`config.mk`:
```
export PLATFORM = sky130hd
export DESIGN_NAME = seq_detect_monitor
export DESIGN_NICKNAME = d
export VERILOG_FILES = /design/src/rtl/seq_detect_monitor_pkg.sv /design/src/rtl/seq_detect_monitor_sat_counter.sv /design/src/rtl/seq_detect_monitor.sv
export SDC_FILE = /design/constraint.sdc
export NUM_CORES = 1
export LEC_CHECK = 0
export ABC_AREA = 1
export CAP_MARGIN = 5
export CORE_ASPECT_RATIO = 1.4
export CORE_UTILIZATION = 25
export CTS_CLUSTER_DIAMETER = 80
export DETAILED_ROUTE_END_ITERATION = 10
export PLACE_DENSITY_LB_ADDON = 0.25
export SYNTH_ARGS = -nofsm -noshare
export SYNTH_HDL_FRONTEND = slang
export SYNTH_HIERARCHICAL = 1
export SYNTH_SLANG_ARGS = --single-unit
```
`constraint.sdc`:
```
create_clock -name clk -period 1.2 [get_ports clk]
set_input_delay 0.12 -clock clk [delete_from_list [all_inputs] [get_ports clk]]
set_output_delay 0.12 -clock clk [all_outputs]
set_load 0.05 [all_outputs]
```
`src/rtl/seq_detect_monitor_pkg.sv`:
```
// seq_detect_monitor_pkg: shared FSM encoding and default widths for the sequence monitor
package seq_detect_monitor_pkg;
  typedef enum logic [1:0] {ST_IDLE = 2'd0, ST_RUN = 2'd1, ST_FAULT = 2'd2} state_t;
  localparam int CNT_W_DEF     = 8;
  localparam int GAP_W_DEF     = 6;
  localparam int MOORE_LAT_DEF = 1;
  localparam int WARMUP_DEF    = 2;
  localparam int ERR_LIMIT_DEF = 1;
endpackage

```
`src/rtl/seq_detect_monitor_sat_counter.sv`:
```
// sat_counter: saturating up-counter with synchronous clear
module sat_counter #(
  parameter int W = 8
) (
  input  logic         clk,
  input  logic         rst,
  input  logic         clr,
  input  logic         inc,
  output logic [W-1:0] q
);
  logic [W-1:0] r_q;
  // count up on inc, hold at all-ones, clr wins over inc
  always_ff @(posedge clk or posedge rst)
    if (rst) r_q <= '0;
    else if (clr) r_q <= '0;
    else if (inc && !(&r_q)) r_q <= r_q + 1'b1;
  assign q = r_q;
endmodule

```
`src/rtl/seq_detect_monitor.sv`:
```
// seq_detect_monitor: aligns Mealy to Moore latency, counts detections/mismatches, flags faults
module seq_detect_monitor
  import seq_detect_monitor_pkg::*;
#(
  parameter int CNT_W     = CNT_W_DEF,
  parameter int GAP_W     = GAP_W_DEF,
  parameter int MOORE_LAT = MOORE_LAT_DEF,
  parameter int WARMUP    = WARMUP_DEF,
  parameter int ERR_LIMIT = ERR_LIMIT_DEF
) (
  input  logic             clk,
  input  logic             rst,
  input  logic             mealy_in,
  input  logic             moore_in,
  input  logic             clr,
  output logic [CNT_W-1:0] det_count,
  output logic [CNT_W-1:0] mismatch_count,
  output logic             mismatch,
  output logic             err_sticky,
  output logic [GAP_W-1:0] last_gap,
  output logic             running
);
  localparam int WW = $clog2(WARMUP + 1);
  state_t               r_state, w_next;
  logic [MOORE_LAT-1:0] r_dly;
  logic [WW-1:0]        r_warm;
  logic [GAP_W-1:0]     r_lgap, w_gap;
  logic                 r_mis, r_err;
  logic                 w_al, w_run, w_d, w_trip;
  assign w_al   = r_dly[MOORE_LAT-1];
  assign w_run  = (r_state == ST_RUN);
  assign w_d    = w_al ^ moore_in;
  assign w_trip = w_run && w_d && (({1'b0, mismatch_count} + 1'b1) >= (CNT_W+1)'(ERR_LIMIT));
  sat_counter #(.W(CNT_W)) u_det (.clk(clk), .rst(rst), .clr(clr), .inc(w_run && w_al), .q(det_count));
  sat_counter #(.W(CNT_W)) u_mm  (.clk(clk), .rst(rst), .clr(clr), .inc(w_run && w_d), .q(mismatch_count));
  sat_counter #(.W(GAP_W)) u_gap (.clk(clk), .rst(rst), .clr(clr || (w_run && w_al)),
                                  .inc(w_run && !w_al), .q(w_gap));
  // Mealy delay line shifts in every state so alignment survives state changes
  always_ff @(posedge clk or posedge rst)
    if (rst) r_dly <= '0;
    else if (clr) r_dly <= '0;
    else r_dly <= MOORE_LAT'({r_dly, mealy_in});
  // state register plus warm-up counter that only advances in IDLE
  always_ff @(posedge clk or posedge rst)
    if (rst) begin
      r_state <= ST_IDLE;
      r_warm  <= '0;
    end else if (clr) begin
      r_state <= ST_IDLE;
      r_warm  <= '0;
    end else begin
      r_state <= w_next;
      if (r_state == ST_IDLE) r_warm <= r_warm + 1'b1;
    end
  // next state: leave IDLE after warm-up, leave RUN on reaching the error limit
  always_comb begin
    w_next = r_state;
    w_next = (r_state == ST_IDLE && r_warm == WW'(WARMUP - 1)) ? ST_RUN :
             w_trip ? ST_FAULT : r_state;
  end
  // registered outputs: mismatch pulse, sticky error and spacing of the last two detections
  always_ff @(posedge clk or posedge rst)
    if (rst) begin
      r_mis  <= 1'b0;
      r_err  <= 1'b0;
      r_lgap <= '0;
    end else if (clr) begin
      r_mis  <= 1'b0;
      r_err  <= 1'b0;
      r_lgap <= '0;
    end else begin
      r_mis <= w_run && w_d;
      r_err <= r_err || w_trip;
      if (w_run && w_al) r_lgap <= (&w_gap) ? w_gap : w_gap + 1'b1;
    end
  // state-decoded outputs
  always_comb begin
    running    = w_run;
    mismatch   = r_mis;
    err_sticky = r_err;
    last_gap   = r_lgap;
  end
endmodule

```
Word level (Yosys, flattened, before mapping):

Index checks and enable logic that the tools add are counted.

* register bits after elaboration: 35
* input port bits: 5

* $add $sub $neg: 5
* order comparisons: 1
* equal/unequal tests: 2
* muxes and demuxes: 17
* bitwise logic cells: 1
* reductions and logical operators: 24

Operators with widths (number)
* $mux W8: 4
* $mux W6: 5
* $add A8 B1 Y8 const B: 2
* $reduce_and A8 Y1: 2
* $mux W2: 5
* $reduce_bool A2 Y1: 5
* $add A8 B1 Y9 const B: 1
* $ge A9 B1 Y1 const B: 1
* $logic_and A1 B1 Y1: 8
* $add A6 B1 Y6 const B: 1
* $reduce_and A6 Y1: 1
* $eq A2 B1 Y1 const B: 2
* $logic_not A1 Y1: 4
* $mux W1: 3
* $reduce_bool A3 Y1: 1
* $add A2 B1 Y2 const B: 1
* $logic_not A2 Y1: 1
* $logic_or A1 B1 Y1: 2
* $xor A1 B1 Y1: 1

Depth between registers and ports, before layout:

Gate-level depths: netlist of the first run.

* depth after elaboration: 6
* mapped depth: 10
* depth with buffers taken out: 10

By module:

The synthesis of the first run kept the hierarchy.

Modules (own cells, without submodules)
* sat_counter at u_det ...: instances 2, cells each 68, area each 481.7 µm², seq. area each 200.2 µm²
* seq_detect_monitor: instances 1, cells each 99, area each 764.5 µm², seq. area each 325.3 µm²
* sat_counter at u_gap: instances 1, cells each 53, area each 390.4 µm², seq. area each 150.1 µm²

Least setup slack after synthesis of the first run:

No wires, ideal clock.

* path type: register to register
* from: reg u_mm.r_q[0], in the netlist u_mm/q[0]
* to: reg r_state[0]
* library setup time: 77 ps
* data arrival time: 1551 ps
* required time: 1123 ps
* path slack: -428 ps
* stages on the path, launching flop included: 10
* path buffers: 0
* clock period less this slack: 1628 ps
* path through: dfrtp_1 inv_1 ha_1 inv_1 nand2_1 a21oi_1 nand2_1 nand2_2 nand2_1 a21oi_1

* word-level cells in the longest chain between the ends: 4

Ends and longest elaborated chain
* start, declared: RTL line seq_detect_monitor_sat_counter.sv:11 `logic [W-1:0] r_q;`
* start signal, assigned: RTL line seq_detect_monitor_sat_counter.sv:16 `else if (inc && !(&r_q)) r_q <= r_q + 1'b1;`
* $add A8 B1 Y9: RTL line seq_detect_monitor.sv:33 `assign w_trip = w_run && w_d && (({1'b0, mismatch_count} + 1'b1) >= (CNT_W+1)'(ERR_LIMIT));`
* $ge A9 B1 Y1: RTL line seq_detect_monitor.sv:33
* $logic_and A1 B1 Y1: RTL line seq_detect_monitor.sv:33
* $reduce_bool A3 Y1 (no line)
* end signal, assigned: RTL line seq_detect_monitor.sv:52 `r_state <= w_next;`
* end, declared: RTL line seq_detect_monitor.sv:24 `state_t r_state, w_next;`

Every way passes these cells.
A chain may end at the register's enable or synchronous reset.

Final worst setup path of the first run:

* from: reg u_mm.r_q[0], in the netlist u_mm/q[0]
* to: reg u_mm.r_q[3], in the netlist u_mm/q[3]

* word-level cells in the longest chain between the ends: 4
* elaborated cells on any way between the ends: 7
* classes of those cells: 1 x add/sub; 2 x mux; 4 x reduce/logical

Ends and longest elaborated chain
* branches (longest 4 deep; another with $add A8 B1 Y8)

Parallel ways; which one is timed is not known. The select of a mux whose other input is x is not followed.

==> out/summary.txt, run 1 <==
detailed-router iteration count before antenna repair: 4
slowest cell delay on critical path: 0.41 ns
nets: 389
violations in the final reports: setup timing
Power per Cell Area: 1140 mW/mm2
Congestion Overflow GR: 0
Initial Utilization: 25.8%
Routed Antenna Nets: 0
Mapped Nets: 300
top library cells by usage in the layout, fill and taps aside: nand2_1, buf_4, inv_1
time the worst path needs with I/O delays and setup: 1.36 ns
Synth area leaders: dfrtp_1, nand2_1, inv_1, nor2_1, nand3_1
IO Pins: 30
Worst slew margin: 75.8%
average via count per standard cell: 4.42
maximum clock skew at final layout: 0.00445 ns
antenna cells: 0
cell accounting for the most synthesized area: dfrtp_1
CP Data Required Time: 1.37 ns
Worst Path Buf+Inv: 1
number of buffers inserted by port buffering: 29
min setup slack post-route: -0.164 ns
cells along the critical path: ha_4 -> nand2_4 -> nor2_4 -> nand2_1 -> nand2_2 -> nand2_4 -> buf_4 -> nand2_1 -> nand2_1
share of cells above drive strength 1: 52.1%
clock latency reported for the late side of the worst-skew pair: 0.28 ns
via count of the routed design: 2122
Worst Path Class, Setup: reg2reg
sum of routed wire length over all layers: 5680 um
register bit count reported by yosys: 35
Async S/R FF share, synth: 100%
half-perimeter wire length after detailed placement: 4050 um
Die Footprint: 0.00885 mm2
number of setup violations in the final report: 29
clock slew at the register clock pins of the worst setup and hold paths: 0.06 ns
run status: finished with violations
share of the clock period used by the worst path: 114%
all-layer global routing usage: 13.5%
maximum clock path buffer count: 2
critical path endpoint category: flop
Row Count: 39
Synth warnings: 6
vias in the first global route: 2102
CORE AREA: 0.00820 mm2
CP most frequent cell: nand2_1
fillcell total: 786
Die H: 111 um
cell family with the largest share of critical-path delay: simple AND/OR/NAND/NOR gates
mean instance size in the synthesized netlist: 7.36 um2
final-report max-slew violation count: 0
number of antenna violations at the first check in global routing: 0
fin area: 0.00379 mm2
actual transition at the worst max-transition pin: 0.363 ns
startpoint class of the critical path: flop
leading cell type in the layout, fill and taps excluded: nand2_1
final weighted congestion of routability-driven global placement: 0.823
CTS H-tree depth: 2
worst voltage drop across the vdd grid: 0.000643 V
buffer cell driving the clock tree root: clkbuf_16
number of synthesized flops with an enable pin: 0
sequential area share after synthesis: 41.3%
Routed WL per cell: 11.8 um
endpoints failing hold: 0
Sinks on Clock Net: 35
die width: 79.8 um
max-cap check violation count: 0
number of buffers created by CTS: 5
maximum operating frequency: 733 MHz
total leakage power: 0.00175 uW
slowest cell on the critical path: dfrtp_2
largest net degree at the start of global routing: 14
largest fanout of any net on the critical path: 5
TritonCTS clock tree: done
area share of the largest cell type after synthesis: 41.3%
predominant post-synthesis flop cell: dfrtp_1
data arrival time of the critical path: 1.54 ns
Unique masters post-synth: 27
wire length of the first global-routing pass: 9410 um
drt drc: 0
number of standard cells after synthesis: 288
final core utilization: 46.2%
drt first-iter violations: 95
growth of design area from synthesis to finish: 79.0%
RSZ-0062 raised after global routing: true
Syn Std Cell Area: 0.00212 mm2
dpl cell area: 0.00320 mm2
Min-Delay Path Class: in2async
what timing repair did:
item	in CTS	in global routing
endpoints found under the hold margin	0	0
gates resized for setup	50	45
setup buffers	7	7
hold buffers	0	0
endpoints found under the setup margin	31	36
pin swaps	21	28
metrics by stage:
stage,hold WS [ns],total power [uW],setup slack [ns],setup TNS (ns),instances
after detailed placement,0.516,2500,-0.327,-5.34,459
final,0.220,4320,-0.164,-2.07,480
after floorplan,-0.0890,1990,-0.242,-2.68,288
after CTS,0.222,4260,-0.181,-1.48,473
after global placement,0.506,2490,-0.318,-4.87,459
after global routing,0.244,4550,-0.226,-4.34,480
cell type report:
| type | count | area, um2 | area share, % |
|---|---|---|---|
| Inverter | 48 | 225 | 5.94 |
| Clock buffer | 6 | 139 | 3.66 |
| Sequential cell | 35 | 900 | 23.7 |
| Clock inverter | 2 | 35.0 | 0.924 |
| Multi-Input combinational cell | 204 | 1380 | 36.4 |
| Tap cell | 102 | 128 | 3.37 |
| Timing Repair Buffer | 83 | 983 | 25.9 |
flip-flops by register name (all words and copies together), names as in the netlist:
signal	cells
u_mm/q	8
err_sticky	1
u_gap/q	6
r_state	2
r_dly	1
r_warm	2
u_det/q	8
last_gap	6
mismatch	1
logic make-up (layout without fill, tap and decap cells):
| logic type | count (synthesis) | count (layout) | synth area share (%) |
|---|---|---|---|
| compound gates | 37 | 37 | 9.39 |
| simple gates | 156 | 156 | 34.6 |
| buf+inv | 49 | 139 | 8.86 |
| fa+ha+maj | 7 | 7 | 4.13 |
| xor+xnor | 4 | 4 | 1.65 |
| flops | 35 | 35 | 41.3 |
cells in the mapped netlist, types with 4 or more instances:
cell and number:
inv_1 43, a21oi_1 16, nand2_2 12, nand4_1 4, nand3_1 21, o21ai_0 9, nand2_1 73, dfrtp_1 35
nor2_1 29, o21ai_1 6, ha_1 7, nand2_4 5, nor3_1 5
path summary, 6_finish.rpt:
check                                       from                     end  slack, ns  depth (start not counted)
min in group clk                        mealy_in         r_dly$_DFF_PP0_       0.37                          3
max reg2reg                u_mm/q[0]$_DFFE_PP0P_   u_mm/q[3]$_DFFE_PP0P_      -0.16                          9
max                        u_mm/q[0]$_DFFE_PP0P_   u_mm/q[3]$_DFFE_PP0P_      -0.16                          9
max in group asynchronous                    rst  u_det/q[1]$_DFFE_PP0P_       0.65                          2
min                                          rst  u_gap/q[0]$_DFFE_PP0P_       0.22                          2
min reg2reg                r_warm[0]$_DFFE_PP0P_   r_warm[0]$_DFFE_PP0P_       0.53                          1
power breakdown:
group / leakage (uW) / internal [uW] / switching (uW)
Combinational: 0.00121 / 679 / 735
Clock: 0.0000868 / 1030 / 487
Sequential: 0.000451 / 1280 / 109
routing by layer:
| layer | global-route usage [%] | routed length [um] | vias up |
|---|---|---|---|
| met5 | 0 | 0 | - |
| met4 | 6.43 | 82 | 0 |
| met3 | 2.30 | 123 | 4 |
| met2 | 24.0 | 3180 | 32 |
| met1 | 15.2 | 2290 | 1000 |
| li1 | - | - | 1086 |
(Power assumes the default switching activity.)
==> inputs of run 2 (changes only) <==
- ABC_AREA: 1 -> not set
- clock period: 1.2 -> 1.3 ns (I/O delays scaled with it)
==> out/summary.txt, run 2 <==
run status: finished with violations
violations in the final reports: setup timing
Worst Path Class, Setup: reg2reg
largest net degree at the start of global routing: 18 (+4)
share of the clock period used by the worst path: 122% (+7.9 points)
Initial Utilization: 25.8% (-0.037 points)
detailed-router iteration count before antenna repair: 4 (unchanged)
Sinks on Clock Net: 35 (unchanged)
Die H: 108 um (-2.5%)
slowest cell on the critical path: dfrtp_4
predominant post-synthesis flop cell: dfrtp_1
maximum clock path buffer count: 2 (unchanged)
slowest cell delay on critical path: 0.55 ns (+0.14 ns)
drt first-iter violations: 61 (-36%)
Place WS: -0.497 ns (-0.170 ns)
startpoint class of the critical path: flop
via count of the routed design: 2029 (-4.4%)
Layout Cells excl Fill: 406 (-15%)
mean instance size in the synthesized netlist: 9.81 um2 (+33%)
clock latency reported for the late side of the worst-skew pair: 0.29 ns (about the same)
Row Count: 38 (-2.6%)
final weighted congestion of routability-driven global placement: 0.821 (-0.13%)
average via count per standard cell: 5.00 (+13%)
growth of design area from synthesis to finish: 82.2%
largest fanout of any net on the critical path: 6 (+1)
TritonCTS clock tree: done
endpoints failing hold: 0 (unchanged)
top library cells by usage in the layout, fill and taps aside: buf_4, buf_12, dfrtp_1
all-layer global routing usage: 15.0% (+1.5 points)
Unique masters post-synth: 49 (+81%)
total leakage power: 0.00156 uW (-11%)
critical path endpoint category: flop
worst voltage drop across the vdd grid: 0.000392 V (-39%)
register bit count reported by yosys: 35 (unchanged)
vias in the first global route: 2143 (+2.0%)
Commonest cells post-synth: dfrtp_1, inv_1, nor3_1, a21oi_1, nor2_1
wire length of the first global-routing pass: 9970 um (+5.9%)
die width: 77.8 um (-2.5%)
Min-Delay Path Class: in2async
Async S/R FF share, synth: 100% (unchanged)
Die Footprint: 0.00842 mm2 (-4.9%)
Routed Antenna Nets: 0 (unchanged)
cell accounting for the most synthesized area: dfrtp_1
cell with the most instances after synthesis: dfrtp_1
CTS H-tree depth: 2 (unchanged)
dpl cell area: 0.00321 mm2 (+0.31%)
max-cap check violation count: 0 (unchanged)
antenna cells: 0 (unchanged)
data arrival time of the critical path: 1.80 ns (+0.26 ns)
Synth warnings: 6 (unchanged)
maximum operating frequency: 632 MHz (-14%)
actual transition at the worst max-transition pin: 0.355 ns (-0.00818 ns)
number of antenna violations at the first check in global routing: 0 (unchanged)
Synth area leaders: dfrtp_1, ha_1, nor3_1, inv_1, a21oi_1
CP Data Required Time: 1.51 ns (+0.14 ns)
half-perimeter wire length after detailed placement: 4300 um (+6.0%)
min setup slack post-route: -0.281 ns (-0.117 ns)
fillcell total: 761 (-3.2%)
number of buffers created by CTS: 5 (unchanged)
IO Pins: 30 (unchanged)
number of synthesized flops with an enable pin: 0 (unchanged)
area share of the largest cell type after synthesis: 43.5% (+2.2 points)
number of standard cells after synthesis: 205 (-29%)
share of cells above drive strength 1: 57.5% (+5.4 points)
Power per Cell Area: 956 mW/mm2 (-16%)
clock slew at the register clock pins of the worst setup and hold paths: 0.07 ns (about the same)
Placed Cells incl. Taps: 387 (-16%)
final-report max-slew violation count: 0 (unchanged)
cells along the critical path: ha_4 -> and4_4 -> or4_1 -> a21oi_1
sum of routed wire length over all layers: 5860 um (+3.3%)
number of setup violations in the final report: 28 (-3.4%)
nets: 317 (-19%)
buffer cell driving the clock tree root: clkbuf_8
Routed WL per cell: 14.4 um (+22%)
sequential area share after synthesis: 43.5% (+2.2 points)
worst hold slack: 0.195 ns (-0.0251 ns)
drt drc: 0 (unchanged)
time the worst path needs with I/O delays and setup: 1.58 ns (+0.217 ns)
Syn Std Cell Area: 0.00201 mm2 (-5.0%)
fin area: 0.00367 mm2 (-3.3%)
RSZ-0062 raised after global routing: true
leading cell type in the layout, fill and taps excluded: buf_4
Congestion Overflow GR: 0 (unchanged)
final core utilization: 47.0% (+0.77 points)
Worst slew margin: 76.3% (+0.55 points)
CORE AREA: 0.00780 mm2 (-4.9%)
number of buffers inserted by port buffering: 29 (unchanged)
Mapped Nets: 217 (-28%)
maximum clock skew at final layout: 0.00583 ns (+0.00138 ns)
## run 2: path summary, 6_finish.rpt
path / endpoint / slack [ns] / from / cells after the start
min in group clk: r_dly$_DFF_PP0_ / 0.40 / mealy_in / 2
worst max register to register: u_mm/q[7]$_DFFE_PP0P_ / -0.28 / u_mm/q[0]$_DFFE_PP0P_ / 4
max in group asynchronous: last_gap[1]$_DFFE_PP0P_ / 0.73 / rst / 3
worst max-delay path: u_mm/q[7]$_DFFE_PP0P_ / -0.28 / u_mm/q[0]$_DFFE_PP0P_ / 4
worst min register to register: err_sticky$_DFF_PP0_ / 0.56 / err_sticky$_DFF_PP0_ / 1
worst min-delay path: last_gap[2]$_DFFE_PP0P_ / 0.19 / rst / 2
## run 2: metal layers
metal / GRT usage (%) / vias up / routed length [um]
met2: 29.0 / 40 / 3300
met1: 15.6 / 1006 / 2260
li1: - / 972 / -
met4: 6.33 / 0 / 130
met3: 2.95 / 11 / 171
met5: 0 / - / 0
## run 2: logic make-up (layout without fill, tap and decap cells)
group / after synthesis / after routing / share of synthesized area, %
adder cells (fa/ha/maj): 7 / 7 / 4.35
buffers and inverters: 22 / 123 / 4.97
AO/OA/AOI/OAI: 50 / 50 / 17.4
XOR/XNOR: 3 / 3 / 1.31
AND/OR/NAND/NOR: 84 / 84 / 26.3
multiplexers: 4 / 4 / 2.11
flip-flops: 35 / 35 / 43.5
## run 2: worst max-delay path: cells and delay by family (launching register included)
family | cells | cell delay, ns
DFF | 1 | 0.55
adders and majority gates | 1 | 0.18
AOI/OAI and AO/OA | 1 | 0.14
and+or+nand+nor | 2 | 0.64
## run 2: power by group
group          internal, uW  switching (uW)  total, uW
Sequential             1200             137       1340
Clock                   376             397        774
Combinational           750             642       1390
## run 2: repair_timing
action                     4_1_cts  5_1_grt
pin swaps                       34       20
setup endpoints to repair       29       32
resized for setup               40       29
hold buffers                     0        0
buffers inserted                 8        6
## run 2: final cells by class
type | count | area [um2] | share of cell area (%)
multi-input combinational | 148 | 1380 | 37.5
timing repair buffer | 98 | 1110 | 30.4
sequential | 35 | 897 | 24.5
tap | 100 | 125 | 3.41
clock buffer | 7 | 76.3 | 2.08
inverter | 17 | 71.3 | 1.95
clock inverter | 1 | 5.00 | 0.137
## run 2: metrics by stage
stage	setup TNS, ns	total power (uW)
floorplan	-3.88	1970
global placement	-4.45	2520
detailed placement	-4.85	2550
CTS	-4.00	3470
global route	-5.72	3700
finish	-3.98	3510
==> RTL change 1: new RTL, flow settings as in run 2 <==
`CNT_W_DEF`: 8 -> 6.
--- a/src/rtl/seq_detect_monitor_pkg.sv
+++ b/src/rtl/seq_detect_monitor_pkg.sv
@@ -2,5 +2,5 @@
 package seq_detect_monitor_pkg;
   typedef enum logic [1:0] {ST_IDLE = 2'd0, ST_RUN = 2'd1, ST_FAULT = 2'd2} state_t;
-  localparam int CNT_W_DEF     = 8;
+  localparam int CNT_W_DEF     = 6;
   localparam int GAP_W_DEF     = 6;
   localparam int MOORE_LAT_DEF = 1;
Interface: changed (resized det_count and mismatch_count); port bits go from 30 to 26. The function was not compared with the original's and may differ.
==> RTL change 1 against run 2 <==
The run still ends with negative setup slack left; final area fell by 13%; area after synthesis fell by 5.2%; count of clock-buffer cells in the layout rose by 1; power rose by 10%; hold slack got worse by 33 ps; wire length fell by 9.1%; clock power rose by 9.6%; setup slack improved by 94 ps; sequential cell count fell by 4.
==> RTL change 1: results (changes against run 2) <==
Finish
  – # nets final: 291 (-8.2%)
  – Number of fillers in the final layout: 697 (-8.4%)

Place
  – IO Port Bufs: 25 (-14%)
  – DP Wirelength: 3930 µm (-8.5%)
  – Place WS: -316 ps (+181 ps)

STA
  – Final setup vio count: 16 (-43%)
  – Slew @ Worst Pin: 405 ps (+49.6 ps)
  – Setup slack after layout: -187 ps (+94.3 ps)
  – Skew final: 8.35 ps (+2.51 ps)

Setup path
  – Max Fanout on Critical Path: 3 (-3)
  – WP data arrival: 1660 ps (-140 ps)
  – R2R depth: 7 (+3)

Logic synthesis
  – Mux contribution to synthesized area: 0% (-2.1 points)
  – Post-synth cell types: 42 (-14%)
  – Synth top area cells: dfrtp_1 (41%), ha_1 (4.6%), nor2_1 (3.5%), and4_4 (3.5%), a31oi_1 (3.3%)
  – Syn Nets: 215 (-0.92%)
  – Adder-Cell Fraction of Synth Area: 4.59% (+0.24 points)
  – Commonest cells post-synth: dfrtp_1 (31), nor2_1 (18), inv_1 (15)
  – Synth Area in Compound Gates: 18.2% (+0.82 points)
  – Synth Area in XOR/XNOR: 1.38% (+0.071 points)

Power and ir drop
  – Peak supply drop: 553 µV (+41%)
  – Leak: 1.33 nW (-15%)

GRT
  – Largest net degree at the start of global routing: 23 (+5)
  – GRT Resource Usage Total: 14.4% (-0.59 points)
  – Vias in the first global route: 1841 (-14%)
  – First-pass GRT wire length: 8860 µm (-11%)

Route
  – Initial DRC count: 70 (+15%)
  – Detail-routed net length per standard cell: 14.1 µm (-2.1%)
  – Vias: 1859 (-8.4%)

Outcome
  – Failing checks: negative setup slack
  – Status: finished, violations left
RTL change 1: cell types whose count changed after synthesis, sizes merged, moves of 4 or more:
cell | before | now
a21oi | 10 | 4
dfrtp | 35 | 31
nand3b | 1 | 5
nor2 | 9 | 19
nor3 | 12 | 7
o211ai | 2 | 8
o21ai | 8 | 4
RTL change 1: report_power, final:
group	leakage (nW)	internal [mW]	switching [mW]	total (mW)
Sequential	0.415	1.09	0.158	1.25
Combinational	0.860	0.933	0.839	1.77
Clock	0.0515	0.483	0.365	0.848
RTL change 1: timing repair:
action	CTS	global route
gates resized for setup	31	20
setup endpoints to repair	21	26
pin swaps	18	11
buffers inserted	7	4
cloned	1	0
RTL change 1: metal layers:
metal / part of all wire, % / GRT usage [%] / wire (µm)
met5: 0 / 0 / 0
met4: 2.0 / 4.89 / 105
met3: 2.5 / 2.96 / 131
met2: 55 / 25.0 / 2910
met1: 41 / 17.1 / 2180
RTL change 1: worst paths after layout:
| check | startpoint | endpoint | slack (ps) |
|---|---|---|---|
| worst min-delay path | rst | u_mm/q[1] | 160 |
| min in group clk | mealy_in | r_dly | 410 |
| worst max-delay path | r_state[1] | u_mm/q[5] | -190 |
| max in group asynchronous | rst | u_det/q[1] | 910 |
| worst max register to register | r_state[1] | u_mm/q[5] | -190 |
| worst min register to register | err_sticky | err_sticky | 570 |
RTL change 1: area by class of cell:
| cell class | instances | area, µm² | share of cell area, % |
|---|---|---|---|
| clock buffer | 8 | 100 | 3.12 |
| inverter | 16 | 71.3 | 2.22 |
| multi-input combinational | 148 | 1230 | 38.4 |
| sequential | 31 | 785 | 24.5 |
| tap | 97 | 121 | 3.78 |
| timing repair buffer | 77 | 897 | 28.0 |
RTL change 1: worst max-delay path: stages, from the launching register on:
cell	delay [ps]
dfrtp_1	400
and2b_4	260
buf_4	110
nand2_4	50
inv_4	60
and4_4	220
and4_4	220
a211oi_2	50
RTL change 1: cells by family after synthesis:
| logic type | count (synthesis) |
|---|---|
| and+or+nand+nor | 92 |
| AOI/OAI and AO/OA | 46 |
| DFF | 31 |
| buffers and inverters | 24 |
| adders and majority gates | 7 |
| xor gates and xnor gates | 3 |
RTL change 1: stage by stage:
stage	setup TNS, ps	std cells	util, %	hold slack (ps)	instance area (µm²)
after floorplan	-2610	203	-	-79.2	1940
after global placement	-3190	359	37.9	498	2790
after detailed placement	-3610	359	37.9	476	2790
after CTS	-1370	374	42.0	166	3090
after global routing	-3100	377	43.6	194	3210
final	-1820	377	43.6	161	3210
==> RTL change 2: new RTL, config.mk and constraints of run 2 <==
Made on the original files. Make the reset (`rst`) synchronous in 4 clocked blocks.
--- a/src/rtl/seq_detect_monitor_sat_counter.sv
+++ b/src/rtl/seq_detect_monitor_sat_counter.sv
@@ -11,5 +11,5 @@
   logic [W-1:0] r_q;
   // count up on inc, hold at all-ones, clr wins over inc
-  always_ff @(posedge clk or posedge rst)
+  always_ff @(posedge clk)
     if (rst) r_q <= '0;
     else if (clr) r_q <= '0;
--- a/src/rtl/seq_detect_monitor.sv
+++ b/src/rtl/seq_detect_monitor.sv
@@ -37,10 +37,10 @@
                                   .inc(w_run && !w_al), .q(w_gap));
   // Mealy delay line shifts in every state so alignment survives state changes
-  always_ff @(posedge clk or posedge rst)
+  always_ff @(posedge clk)
     if (rst) r_dly <= '0;
     else if (clr) r_dly <= '0;
     else r_dly <= MOORE_LAT'({r_dly, mealy_in});
   // state register plus warm-up counter that only advances in IDLE
-  always_ff @(posedge clk or posedge rst)
+  always_ff @(posedge clk)
     if (rst) begin
       r_state <= ST_IDLE;
@@ -60,5 +60,5 @@
   end
   // registered outputs: mismatch pulse, sticky error and spacing of the last two detections
-  always_ff @(posedge clk or posedge rst)
+  always_ff @(posedge clk)
     if (rst) begin
       r_mis  <= 1'b0;
Check against the original RTL: differs if rst is asserted again (counterexample within 4 cycles, from zero or initial values and one cycle with rst high); with rst held inactive, the same outputs for 10 cycles.
==> RTL change 2 against run 2 <==
The run still ends with negative setup slack left; area after synthesis fell by 4.7%; non-clock buffer count shrank 21; via count fell by 7.7%; cell count shrank 5.4%; wire length is 16% lower; sequential cell count did not move; final area decreased by 11%; setup slack improved by 150 ps; core utilization decreased by 3.1 points; critical endpoint is now u_gap/q[2].
Power is not compared: it rests on default switching activity, and its combinational part moved more than twofold at a synthesized area within 25%.
==> RTL change 2: results (changes against run 2) <==
Outcome
  – Failing checks: negative setup slack
  – Status: finished, violations left

Logic synthesis
  – Adder-Cell Fraction of Synth Area: 4.57% (+0.22 points)
  – Sequential element share of the synthesized area: 36.6% (-7.0 points)
  – Synth Area in Compound Gates: 20.6% (+3.1 points)
  – Commonest cells post-synth: dfxtp_1 (35), nand2_1 (22), mux2i_1 (9)
  – Syn Nets: 218 (+0.46%)
  – Async S/R FF share, synth: 0% (-100 points)
  – Synth top area cells: dfxtp_1 (37%), mux2i_1 (4.7%), ha_1 (4.6%), nand2_1 (4.3%), a2111oi_2 (2.3%)
  – Synth Area in XOR/XNOR: 1.37% (+0.065 points)
  – Post-synth cell types: 58 (+18%)
  – Avg Inst Size Synth: 9.31 µm² (-5.2%)
  – Mux contribution to synthesized area: 4.70% (+2.6 points)

STA
  – Final setup vio count: 20 (-29%)
  – Rel. slew slack: 77.2% (+0.90 points)
  – WHS: 400 ps (+205 ps)
  – Setup slack after layout: -128 ps (+153 ps)
  – Skew final: 5.81 ps (-0.0259 ps)

Place
  – Area post-placement: 2950 µm² (-8.0%)
  – Cells after DPL: 369 (-4.7%)

Setup path
  – WP data arrival: 1630 ps (-170 ps)
  – Critical R2R Launch: r_dly

Route
  – Initial DRC count: 58 (-4.9%)
  – Final wirelength: 4930 µm (-16%)

Finish
  – # nets final: 298 (-6.0%)

GRT
  – GRT Resource Usage Total: 12.3% (-2.7 points)
  – Vias in the first global route: 1757 (-18%)

Worst hold path
  – Hold Path Class: in2reg
[RTL change 2: cell count changes after synthesis, moves of 4 or more]
cell             run 2  this run
dfrtp_1             35         0
dfxtp_1              0        35
nand2_1              8        22
inv_1               16         7
nor3_1              12         4
mux2i_1              2         9
or3_1                0         6
a211oi_1             6         2
and3_2               0         4
nor3b_1              4         0
[RTL change 2: worst max path at each step]
| stage | from | end | slack [ps] | cells past startpoint |
|---|---|---|---|---|
| floorplan | r_state[1] | u_gap/q[3] | -160 | 5 |
| global placement | moore_in | u_mm/q[6] | -390 | 7 |
| detailed placement | moore_in | u_mm/q[6] | -430 | 7 |
| CTS | r_state[1] | u_gap/q[2] | -120 | 4 |
| global route | r_dly | u_gap/q[2] | -160 | 4 |
| finish | r_dly | u_gap/q[2] | -130 | 4 |
[RTL change 2: kinds of logic (layout without fill, tap and decap cells)]
family          Yosys count  count (layout)
compound gates           48              48
xor+xnor                  3               3
fa+ha+maj                 7               7
buf+inv                  11              92
flops                    35              35
mux                       9               9
simple gates             93              93
[RTL change 2: power by group through the flow]
stage / registers [mW] / logic, mW / clock network, mW
2_1_floorplan: 1.11 / 0.0721 / 0
3_3_place_gp: 1.10 / 0.170 / 0
3_5_place_dp: 1.10 / 0.171 / 0
4_1_cts: 1.08 / 0.181 / 1.01
5_1_grt: 1.08 / 0.201 / 1.06
6_report: 1.08 / 0.185 / 0.966
[RTL change 2: cell type report]
class,instances,area [µm²]
clock buffers,5,68.8
clock inverters,3,38.8
fillers,726,4150
inverters,7,31.3
multi-input cells,160,1320
flip-flops and latches,35,737
well taps,97,121
repair buffers,77,935
[RTL change 2: worst max-delay path: stages, from the launching register on]
cell and delay [ps]:
dfxtp_4 370, and3b_2 280, or2_4 260, or2_4 260
a311oi_2 180
[RTL change 2: per-stage QoR]
step | power [mW] | worst slack, ps | util, % | TNS, ps
6_report | 2.23 | -128 | 43.9 | -1430
5_1_grt | 2.34 | -157 | 43.9 | -2760
4_1_cts | 2.27 | -124 | 42.4 | -1180
3_5_place_dp | 1.27 | -429 | 39.8 | -4390
3_3_place_gp | 1.27 | -387 | 39.8 | -4160
2_1_floorplan | 1.18 | -155 | - | -1870
[RTL change 2: repair_timing]
action | 4_1_cts | 5_1_grt
endpoints found under the hold margin | 0 | 0
pin swaps | 6 | 8
buffers inserted | 3 | 4
setup endpoints to repair | 21 | 27
resized for setup | 11 | 17
[RTL change 2: metal layers]
metal	track usage [%]	share of wire, %
met4	4.53	1.2
met5	0	0
met2	23.4	54
met1	13.7	43
met3	1.90	1.6
